File: src/rtl/ad9866_pkg.sv
// Shared definitions for the AD9866 control path: well-known register addresses
// and the command-issue state encoding.
package ad9866_pkg;

  localparam logic [5:0] ADDR_TXGAIN    = 6'h09;
  localparam logic [5:0] ADDR_RXGAIN    = 6'h0a;
  localparam logic [5:0] ADDR_AD9866_WR = 6'h3b;

  typedef enum logic [1:0] {IDLE, RQST, GAP} issue_state_e;

  // Only the gain registers are worth collapsing: a newer value supersedes an older one.
  function automatic logic is_gain_addr(input logic [5:0] addr);
    return (addr == ADDR_TXGAIN) || (addr == ADDR_RXGAIN);
  endfunction

endpackage

File: src/rtl/ad9866_cmdq_if.sv
// Host-side command offer and command-slave request/acknowledge bus of the queue.
interface ad9866_cmdq_if;
  logic [5:0]  in_addr;
  logic [31:0] in_data;
  logic        in_valid;
  logic        in_ready;
  logic [5:0]  cmd_addr;
  logic [31:0] cmd_data;
  logic        cmd_rqst;
  logic        cmd_ack;

  modport slave (
    input  in_addr, in_data, in_valid, cmd_ack,
    output in_ready, cmd_addr, cmd_data, cmd_rqst
  );

  modport master (
    output in_addr, in_data, in_valid, cmd_ack,
    input  in_ready, cmd_addr, cmd_data, cmd_rqst
  );
endinterface

File: src/rtl/ad9866_cmdq_mem.sv
// Circular command store with push/pop, in-place data overwrite and an address
// search over the queued entries behind the head.
module ad9866_cmdq_mem #(
  parameter int DEPTH = 8
) (
  input  logic                     clk,
  input  logic                     rst,
  input  logic                     push,
  input  logic [5:0]               push_addr,
  input  logic [31:0]              push_data,
  input  logic                     pop,
  input  logic                     ovr_en,
  input  logic [$clog2(DEPTH)-1:0] ovr_idx,
  input  logic [31:0]              ovr_data,
  input  logic [5:0]               cmp_addr,
  output logic                     match,
  output logic [$clog2(DEPTH)-1:0] match_idx,
  output logic [5:0]               head_addr,
  output logic [31:0]              head_data,
  output logic [$clog2(DEPTH):0]   count,
  output logic                     full
);
  localparam int AW = $clog2(DEPTH);

  logic [5:0]  addr_q [DEPTH];
  logic [5:0]  addr_d [DEPTH];
  logic [31:0] data_q [DEPTH];
  logic [31:0] data_d [DEPTH];
  logic [AW-1:0] head_q, head_d, tail_q, tail_d;
  logic [AW:0]   count_q, count_d;
  logic [DEPTH-1:0] hit;

  always_comb begin
    addr_d  = addr_q;
    data_d  = data_q;
    head_d  = head_q;
    tail_d  = tail_q;
    if (ovr_en) data_d[ovr_idx] = ovr_data;
    if (push) begin
      addr_d[tail_q] = push_addr;
      data_d[tail_q] = push_data;
      tail_d         = tail_q + AW'(1);
    end
    if (pop) head_d = head_q + AW'(1);
    count_d = count_q + (AW+1)'(push) - (AW+1)'(pop);
  end

  always_ff @(posedge clk) begin
    if (rst) begin
      head_q  <= '0;
      tail_q  <= '0;
      count_q <= '0;
    end else begin
      head_q  <= head_d;
      tail_q  <= tail_d;
      count_q <= count_d;
    end
  end

  always_ff @(posedge clk) begin
    addr_q <= addr_d;
    data_q <= data_d;
  end

  // Offset from head decides validity; offset 0 is the head and is never a target.
  for (genvar gi = 0; gi < DEPTH; gi++) begin : g_cmp
    logic [AW-1:0] offs;
    assign offs    = AW'(gi) - head_q;
    assign hit[gi] = (offs != '0) && ({1'b0, offs} < count_q) && (addr_q[gi] == cmp_addr);
  end

  always_comb begin
    match_idx = '0;
    for (int i = 0; i < DEPTH; i++) begin
      if (hit[i]) match_idx = AW'(i);
    end
  end

  assign match     = |hit;
  assign head_addr = addr_q[head_q];
  assign head_data = data_q[head_q];
  assign count     = count_q;
  assign full      = (count_q == (AW+1)'(DEPTH));

endmodule

File: src/rtl/ad9866_cmdq.sv
// Command queue ahead of the AD9866 command slave: buffers host writes, coalesces
// pending gain updates and issues one request at a time with an ack timeout.
module ad9866_cmdq
  import ad9866_pkg::*;
#(
  parameter int DEPTH    = 8,
  parameter int TIMEOUT  = 1023,
  parameter int COALESCE = 1
) (
  input  logic                   clk,
  input  logic                   rst,
  ad9866_cmdq_if.slave           bus,
  output logic                   drop_pulse,
  output logic [$clog2(DEPTH):0] level
);
  localparam int AW = $clog2(DEPTH);
  localparam int TW = $clog2(TIMEOUT + 1);

  logic          match, full, hit, in_ready, accept, push, ovr_en, pop;
  logic [AW-1:0] match_idx;
  logic [5:0]    head_addr;
  logic [31:0]   head_data;
  logic [AW:0]   count;

  issue_state_e  state_q, state_d;
  logic [TW-1:0] cnt_q, cnt_d;
  logic          cmd_rqst_q, cmd_rqst_d;
  logic [5:0]    cmd_addr_q, cmd_addr_d;
  logic [31:0]   cmd_data_q, cmd_data_d;
  logic          drop_q, drop_d;

  ad9866_cmdq_mem #(.DEPTH(DEPTH)) u_mem (
    .clk       (clk),
    .rst       (rst),
    .push      (push),
    .push_addr (bus.in_addr),
    .push_data (bus.in_data),
    .pop       (pop),
    .ovr_en    (ovr_en),
    .ovr_idx   (match_idx),
    .ovr_data  (bus.in_data),
    .cmp_addr  (bus.in_addr),
    .match     (match),
    .match_idx (match_idx),
    .head_addr (head_addr),
    .head_data (head_data),
    .count     (count),
    .full      (full)
  );

  // A coalescing hit never needs a free slot, so it is accepted even when full.
  always_comb begin
    hit      = (COALESCE != 0) && is_gain_addr(bus.in_addr) && match;
    in_ready = !full || hit;
    accept   = bus.in_valid && in_ready;
    push     = accept && !hit;
    ovr_en   = accept && hit;
  end

  always_comb begin
    state_d    = state_q;
    cnt_d      = cnt_q;
    cmd_rqst_d = cmd_rqst_q;
    cmd_addr_d = cmd_addr_q;
    cmd_data_d = cmd_data_q;
    drop_d     = 1'b0;
    pop        = 1'b0;
    case (state_q)
      IDLE: begin
        if (count != '0) begin
          cmd_addr_d = head_addr;
          cmd_data_d = head_data;
          cmd_rqst_d = 1'b1;
          cnt_d      = '0;
          state_d    = RQST;
        end
      end
      RQST: begin
        if (bus.cmd_ack) begin
          pop        = 1'b1;
          cmd_rqst_d = 1'b0;
          state_d    = GAP;
        end else if (cnt_q == TW'(TIMEOUT - 1)) begin
          pop        = 1'b1;
          cmd_rqst_d = 1'b0;
          drop_d     = 1'b1;
          state_d    = GAP;
        end else begin
          cnt_d = cnt_q + TW'(1);
        end
      end
      GAP:     state_d = IDLE;
      default: state_d = IDLE;
    endcase
  end

  always_ff @(posedge clk) begin
    if (rst) begin
      state_q    <= IDLE;
      cnt_q      <= '0;
      cmd_rqst_q <= 1'b0;
      cmd_addr_q <= '0;
      cmd_data_q <= '0;
      drop_q     <= 1'b0;
    end else begin
      state_q    <= state_d;
      cnt_q      <= cnt_d;
      cmd_rqst_q <= cmd_rqst_d;
      cmd_addr_q <= cmd_addr_d;
      cmd_data_q <= cmd_data_d;
      drop_q     <= drop_d;
    end
  end

  assign bus.in_ready = in_ready;
  assign bus.cmd_rqst = cmd_rqst_q;
  assign bus.cmd_addr = cmd_addr_q;
  assign bus.cmd_data = cmd_data_q;
  assign drop_pulse   = drop_q;
  assign level        = count;

endmodule

File: src/flat_wrapper.sv
// flat-port wrapper written by rule: the top's interface ports become plain ports
module ad9866_cmdq_flat import ad9866_pkg::*;
#(
  parameter int DEPTH    = 8,
  parameter int TIMEOUT  = 1023,
  parameter int COALESCE = 1
)
  (clk, rst, drop_pulse, level, bus_in_addr, bus_in_data, bus_in_valid, bus_cmd_ack, bus_in_ready, bus_cmd_addr, bus_cmd_data, bus_cmd_rqst);
  ad9866_cmdq_if bus_i ();
  input  logic clk;
  input  logic rst;
  output logic drop_pulse;
  output logic [$clog2(DEPTH):0] level;
  input wire logic [$bits(bus_i.in_addr)-1:0] bus_in_addr;
  input wire logic [$bits(bus_i.in_data)-1:0] bus_in_data;
  input wire logic [$bits(bus_i.in_valid)-1:0] bus_in_valid;
  input wire logic [$bits(bus_i.cmd_ack)-1:0] bus_cmd_ack;
  output wire logic [$bits(bus_i.in_ready)-1:0] bus_in_ready;
  output wire logic [$bits(bus_i.cmd_addr)-1:0] bus_cmd_addr;
  output wire logic [$bits(bus_i.cmd_data)-1:0] bus_cmd_data;
  output wire logic [$bits(bus_i.cmd_rqst)-1:0] bus_cmd_rqst;
  assign bus_i.in_addr = bus_in_addr;
  assign bus_i.in_data = bus_in_data;
  assign bus_i.in_valid = bus_in_valid;
  assign bus_i.cmd_ack = bus_cmd_ack;
  assign bus_in_ready = bus_i.in_ready;
  assign bus_cmd_addr = bus_i.cmd_addr;
  assign bus_cmd_data = bus_i.cmd_data;
  assign bus_cmd_rqst = bus_i.cmd_rqst;
  ad9866_cmdq #(.DEPTH(DEPTH), .TIMEOUT(TIMEOUT), .COALESCE(COALESCE)) u_core (.clk(clk), .rst(rst), .bus(bus_i), .drop_pulse(drop_pulse), .level(level));
endmodule
File: config.mk
export PLATFORM = sky130hd
export DESIGN_NAME = ad9866_cmdq_flat
export DESIGN_NICKNAME = d
export VERILOG_FILES = /design/src/rtl/ad9866_pkg.sv /design/src/rtl/ad9866_cmdq_if.sv /design/src/rtl/ad9866_cmdq_mem.sv /design/src/rtl/ad9866_cmdq.sv /design/src/flat_wrapper.sv
export SDC_FILE = /design/constraint.sdc
export NUM_CORES = 1
export LEC_CHECK = 0
export CORE_AREA = 2 2 217 262
export CTS_CLUSTER_DIAMETER = 50
export DETAILED_ROUTE_END_ITERATION = 16
export DIE_AREA = 0 0 219 264
export SYNTH_ARGS = -nofsm -noshare
export SYNTH_HDL_FRONTEND = slang
export SYNTH_HIERARCHICAL = 1
export SYNTH_SLANG_ARGS = --single-unit
File: constraint.sdc
create_clock -name clk -period 5.4 [get_ports clk]
set_clock_uncertainty 0.15 [all_clocks]
set_input_delay 1.35 -clock clk [delete_from_list [all_inputs] [get_ports clk]]
set_output_delay 1.35 -clock clk [all_outputs]
set_load 0.01 [all_outputs]
# Word-level counts from Yosys, hierarchy flattened
# Cells that the tools add are included.
[word_totals]
wordCells = 154
ff_bits = 366
inputBits = 42
output_inout_bits = 45
[classes]
bitwise_logic = 4
n_eq_ne = 17
n_mux = 39
add_sub_neg = 13
reduce_logical = 43
magnitude_cmp = 13
[op_table]
columns = ["operator", "n"]
rows = [
  ["256-bit bitwise mux", 2],
  ["256-bit 2-to-1 mux", 2],
  ["32-bit demux with 3-bit select", 2],
  ["32-bit 2-to-1 mux", 4],
  ["32-bit binary-select mux with 3-bit select", 1],
  ["48-bit bitwise mux", 1],
  ["6-bit == test", 8],
  ["3-bit by 4-bit less-than comparator with 1-bit output", 8],
  ["10-bit 2-to-1 mux", 3],
  ["3-bit nonzero test", 8],
  ["1-bit logical AND", 22],
  ["10-bit case mux with 2 select lines", 1],
  ["6-bit binary-select mux with 3-bit select", 1],
  ["6-bit demux with 3-bit select", 1],
  ["3-bit 2-to-1 mux", 6],
  ["6-bit 2-to-1 mux", 3],
  ["6-bit by 4-bit == test with 1-bit output, second input constant", 2],
  ["4-bit >= comparator, second input constant", 3],
  ["3-bit inverter with 4-bit output", 3],
  ["3-bit subtractor, first input constant", 4],
  ["10-bit by 1-bit adder with 10-bit output, second input constant", 1],
  ["10-bit == test, second input constant", 1],
  ["4-bit by 1-bit less-than comparator with 1-bit output, second input constant", 2],
  ["8-bit OR reduction", 1],
  ["24 further kinds", 39],
]

# Depth between registers and ports, before layout
[depth]
depth_word = 20
ltp_mapped = 21
depth_no_buf = 16

# By module
# Netlist, hierarchy kept.
[by_module_without_submodules]
columns = ["module", "n_inst", "area_per_inst_um2", "cells_per_inst", "seq_area_each_um2"]
rows = [
  ["ad9866_cmdq_mem", 1, 16051.6, 1648, 6766.5],
  ["ad9866_cmdq", 1, 2053.2, 258, 1041.0],
]

# Worst setup path before layout
# Ideal clock, no wire load.
[synth_path]
kind = "register to register"
start = "register u_core.u_mem.head_q[1]"
end = "register u_core/u_mem/addr_q[42] (netlist name), enable pin"
required_time_ns = 4.878
period_less_slack_ns = 4.606
path_stages_with_launch = 20
t_arrival_ns = 4.084
setup_slack_ns = 0.794
path_cell_list = "dfxtp_1 -> buf_2 -> buf_2 -> buf_1 -> inv_1 -> ha_1 -> inv_1 -> ha_1 -> a21o_2 -> a21o_4 -> a21oi_2 -> nor4_1 -> nand4b_1 -> nand3_1 -> nor3b_1 -> buf_2 -> nand2b_1 -> nor3_1 -> clkbuf_1 -> clkbuf_1"
[synth_via]
elab_chain_cells = 9
word_cells_on_any_way = 46
classes_between = "8 x add/sub; 8 x order compare; 30 x reduce/logical"
[synth_lines]
columns = ["element", "line", "source"]
rows = [
  ["start: declaration", "ad9866_cmdq_mem.sv:29", "logic [AW-1:0] head_q, head_d, tail_q, tail_d;"],
  ["start signal: assignment", "ad9866_cmdq_mem.sv:50", "head_q <= '0;"],
  ["start signal: assignment", "ad9866_cmdq_mem.sv:54", "head_q <= head_d;"],
  ["1-bit by 3-bit subtractor with 3-bit output (tied with other cells)", "ad9866_cmdq_mem.sv:68", "assign offs = AW'(gi) - head_q;"],
  ["3-bit by 4-bit less-than comparator with 1-bit output / 3-bit nonzero test (equally long branches)", "ad9866_cmdq_mem.sv:69", "assign hit[gi] = (offs != '0) && ({1'b0, offs} < count_q) && (addr_q[gi] == cmp_addr);"],
  ["1-bit logical AND (2 in series)", "ad9866_cmdq_mem.sv:69", ""],
  ["8-bit OR reduction (*)", "ad9866_cmdq_mem.sv:79", "assign match = |hit;"],
  ["named net u_core.match", "ad9866_cmdq.sv:19", "logic match, full, hit, in_ready, accept, push, ovr_en, pop;"],
  ["1-bit logical AND (*)", "ad9866_cmdq.sv:53", "hit = (COALESCE != 0) && is_gain_addr(bus.in_addr) && match;"],
  ["1-bit logical OR", "ad9866_cmdq.sv:54", "in_ready = !full || hit;"],
  ["1-bit logical AND", "ad9866_cmdq.sv:55", "accept = bus.in_valid && in_ready;"],
  ["1-bit logical AND (*)", "ad9866_cmdq.sv:56", "push = accept && !hit;"],
  ["named net u_core.push", "ad9866_cmdq.sv:19", ""],
  ["end signal: assignment", "ad9866_cmdq_mem.sv:61", "addr_q <= addr_d;"],
  ["end: declaration", "ad9866_cmdq_mem.sv:25", "logic [5:0] addr_q [DEPTH];"],
]
# Mark *: on every way through the listed nets, which the timed path passes. The rest lies on a longest branch.
# A chain may end at the register's enable or synchronous reset.

# Worst setup path in the final report
[layout_path]
start = "input port bus_in_addr[1]"
end = "output port bus_in_ready"
[layout_via]
elab_chain_cells = 5
word_cells_on_any_way = 22
classes_between = "10 x eq/ne; 12 x reduce/logical"
[layout_lines]
columns = ["element", "line", "source"]
rows = [
  ["start: declaration", "flat_wrapper.sv:14", "input wire logic [$bits(bus_i.in_addr)-1:0] bus_in_addr;"],
  ["6-bit == test", "ad9866_cmdq_mem.sv:69", ""],
  ["1-bit logical AND", "ad9866_cmdq_mem.sv:69", ""],
  ["8-bit OR reduction (*)", "ad9866_cmdq_mem.sv:79", ""],
  ["named net u_core.match", "ad9866_cmdq.sv:19", ""],
  ["1-bit logical AND (*)", "ad9866_cmdq.sv:53", ""],
  ["1-bit logical OR (*)", "ad9866_cmdq.sv:54", ""],
  ["end: declaration", "flat_wrapper.sv:18", "output wire logic [$bits(bus_i.in_ready)-1:0] bus_in_ready;"],
]
# Marks and branches as above.

==> flow_summary_export.csv <==
group,metric,value,unit
place,place_hpwl,29800,um
global_routing,track_usage,16.9,%
worst_setup_path,critPathRequiredTime,3.90,ns
worst_setup_path,end_kind,"primary output",
floorplanning,num_rows,95,
global_routing,antenna_found_initial,6,
layout,fin_area,21000,sq um
synth,ys_seq_area_share,43.1,%
synth,yosys_most_used_dff,"dfxtp_1",
power,fin_total_pwr,9.76,mW
route,ant_nets,0,
route,drc,0,
floorplanning,core,55400,sq um
floorplanning,die_y,264,um
worst_setup_path,critPathKind,"in -> out",
job,cap_violations,0,
worst_hold_path,min_path_type,"reg -> reg",
clock_network,htree_levels,2,
route,wire_per_inst,18.5,um
route,routed_wl,48800,um
global_routing,gr-total-overflow,0,
power,power_density,466,nW/um^2
power,irDropWorstVdd,0.296,mV
timing,setup_viol,0,
timing,max_freq,188,MHz
clock_network,path_clk_slew,0.06,ns
timing,worstMarginPinSlew,0.991,ns
synth,yosysUniqueCellTypes,62,
worst_setup_path,cp_max_fo,17,
clock_network,cts_setup_buffers,0,
timing,min_period,5.32,ns
floorplanning,dieArea,57800,sq um
route,dr.pass1.iters,5,
global_routing,grt_pass1_wl,76500,um
synth,synth_top_area_share,35.2,%
clock_network,clock_sinks,366,
synth,synth_edf_count,48,
route,drt_iter0_drc,721,
timing,slew_viol_final,0,
place,dpl-instance-area,19700,sq um
place,place_congestion,0.859,
route,via_per_inst,5.02,
outcome,outcome,"complete, no violations",
route,num_vias,13200,
synth,synthTopCellsByArea,"dfxtp_1, mux2i_1, mux4_2",
global_routing,grt_pass1_vias,13100,
place,io_buffer_count,86,
layout,drive_above_1_share,11.4,%
clock_network,cts_tree,"yes",
synth,synth_cells,1906,
floorplanning,dieWidth,219,um
synth,ys_warn_count,6,
layout,nNetsFinal,1953,
floorplanning,start_util,32.7,%
clock_network,ctsHoldBuffers,0,
synth,ys_ff_latch,366,
timing,finalHoldViolCount,0,
clock_network,cts_resized,0,
synth,avgSynthCellArea,9.50,sq um
clock_network,numCtsBuffers,39,
synth,netlist_area,18100,sq um
timing,relSlewSlack,34.0,%
synth,synth_fp_nets,1976,
power,leakagePower,8.29,nW
worst_setup_path,critPathLaunchType,"primary input",
synth,async_reset_ff_share,0,%
clock_network,worstSkewPairLatency,0.54,ns
clock_network,cts-root-buf,"clkbuf_16",
timing,period_share,98.5,%
synth,yosysTopAreaCell,"dfxtp_1",
global_routing,grt_max_degree,63,
worst_setup_path,arrival,3.82,ns
layout,area_growth,15.8,%
clock_network,cts_buffer_depth,3,
floorplanning,num_io_pins,87,
==> cells in the mapped netlist, drive strengths merged (12+ instances only) <==
library cell / instances
inv: 26
edfxtp: 48
mux4: 76
nor3: 12
mux2i: 259
ha: 27
dfxtp: 318
nor2: 148
nand2: 329
buf: 82
clkbuf: 121
xor2: 32
nand4: 12
a21oi: 177
xnor2: 24
o21ai: 133
==> flip-flops by register name, summed over array words and instances, names as in the netlist <==
register	cells
u_core/cnt_q	10
u_core/u_mem/head_q	3
u_core/drop_pulse	1
u_core/u_mem/data_q	256
u_core/u_mem/addr_q	48
u_core/bus.cmd_addr	6
u_core/u_mem/count	4
u_core/state_q	2
u_core/u_mem/tail_q	3
u_core/bus.cmd_data	32
u_core/bus.cmd_rqst	1
==> cell type report <==
cell class | instances | area (sq um)
Fill cell | 5506 | 34400
Clock buffer | 55 | 1160
Timing Repair Buffer | 139 | 1520
Multi-Input combinational cell | 1311 | 9370
Tap cell | 727 | 910
Inverter | 26 | 97.6
Sequential cell | 366 | 7820
Clock inverter | 11 | 91.3
Antenna cell | 1 | 2.50
==> placed cells by master (no fill, tap or decap), drive strengths merged, types with 8 or more instances in the layout <==
cell,n
clkbuf,55
nor2,148
xnor2,24
dfxtp,318
nor3,12
buf,54
edfxtp,48
o21ai,133
mux4,76
nand2b,8
ha,27
clkdlybuf4s50,84
mux2i,259
clkinv,8
nand4,12
a21oi,177
nand3,8
xor2,32
nand2,329
inv,28
==> kinds of logic (layout without fill, tap and decap cells) <==
| family | Yosys count | count (layout) | share of synthesized area (%) |
|---|---|---|---|
| flip-flops | 366 | 366 | 43.1 |
| XOR/XNOR | 56 | 56 | 2.79 |
| adder cells (fa/ha/maj) | 28 | 28 | 1.98 |
| buffers and inverters | 229 | 231 | 5.57 |
| multiplexers | 335 | 335 | 23.8 |
| AO/OA/AOI/OAI | 344 | 344 | 10.3 |
| AND/OR/NAND/NOR | 548 | 548 | 12.5 |
| other | 0 | 1 | 0 |
==> worst paths after layout <==
kind                                             start                                    to  slack [ns]  cells after the start
hold / removal    u_core/bus.cmd_data[28]$_SDFFE_PP0P_  u_core/bus.cmd_data[28]$_SDFFE_PP0P_        0.30                      2
setup reg to reg   u_core/u_mem/head_q[2]$_SDFFE_PP0P_      u_core/u_mem/data_q[217]$_DFF_P_        1.20                     17
setup / recovery                        bus_in_addr[1]                          bus_in_ready        0.08                     11
hold reg to reg   u_core/bus.cmd_data[28]$_SDFFE_PP0P_  u_core/bus.cmd_data[28]$_SDFFE_PP0P_        0.30                      2
==> metal layers <==
metal / vias up / GRT usage, % / routed length [um]
met5: - / 0 / 59
met4: 10 / 5.20 / 1240
met3: 88 / 3.33 / 2790
met2: 291 / 29.2 / 23700
met1: 6303 / 21.0 / 21000
li1: 6542 / - / -
==> critical path, stage by stage <==
cell and delay (ns):
clkdlybuf4s50_1 0.51, buf_12 0.17, xor2_1 0.27, a2111oi_4 0.08, nand4_1 0.12, a21oi_2 0.05
nor4_2 0.35, nand4b_1 0.18, nand3_1 0.14, nand2_1 0.07, clkdlybuf4s50_1 0.52
==> metrics by stage <==
step	std cells	hold WS (ns)	setup WS (ns)	setup TNS [ns]	util, %
finish	2636	0.303	0.0796	0	37.8
global route	2636	0.325	-0.0404	-0.0404	37.8
CTS	2635	0.306	0.0581	0	37.8
detailed placement	2569	0.298	0.0655	0	35.5
global placement	2569	0.295	0.0335	0	35.5
floorplan	1906	0.298	0.794	0	-
==> power by group <==
group          internal (mW)  total (mW)  switching, mW
logic                   1.45        3.10           1.65
registers               3.58        4.01          0.422
clock network           1.54        2.65           1.11
total                   6.58        9.76           3.18
Power figures use the tool's default switching activity.
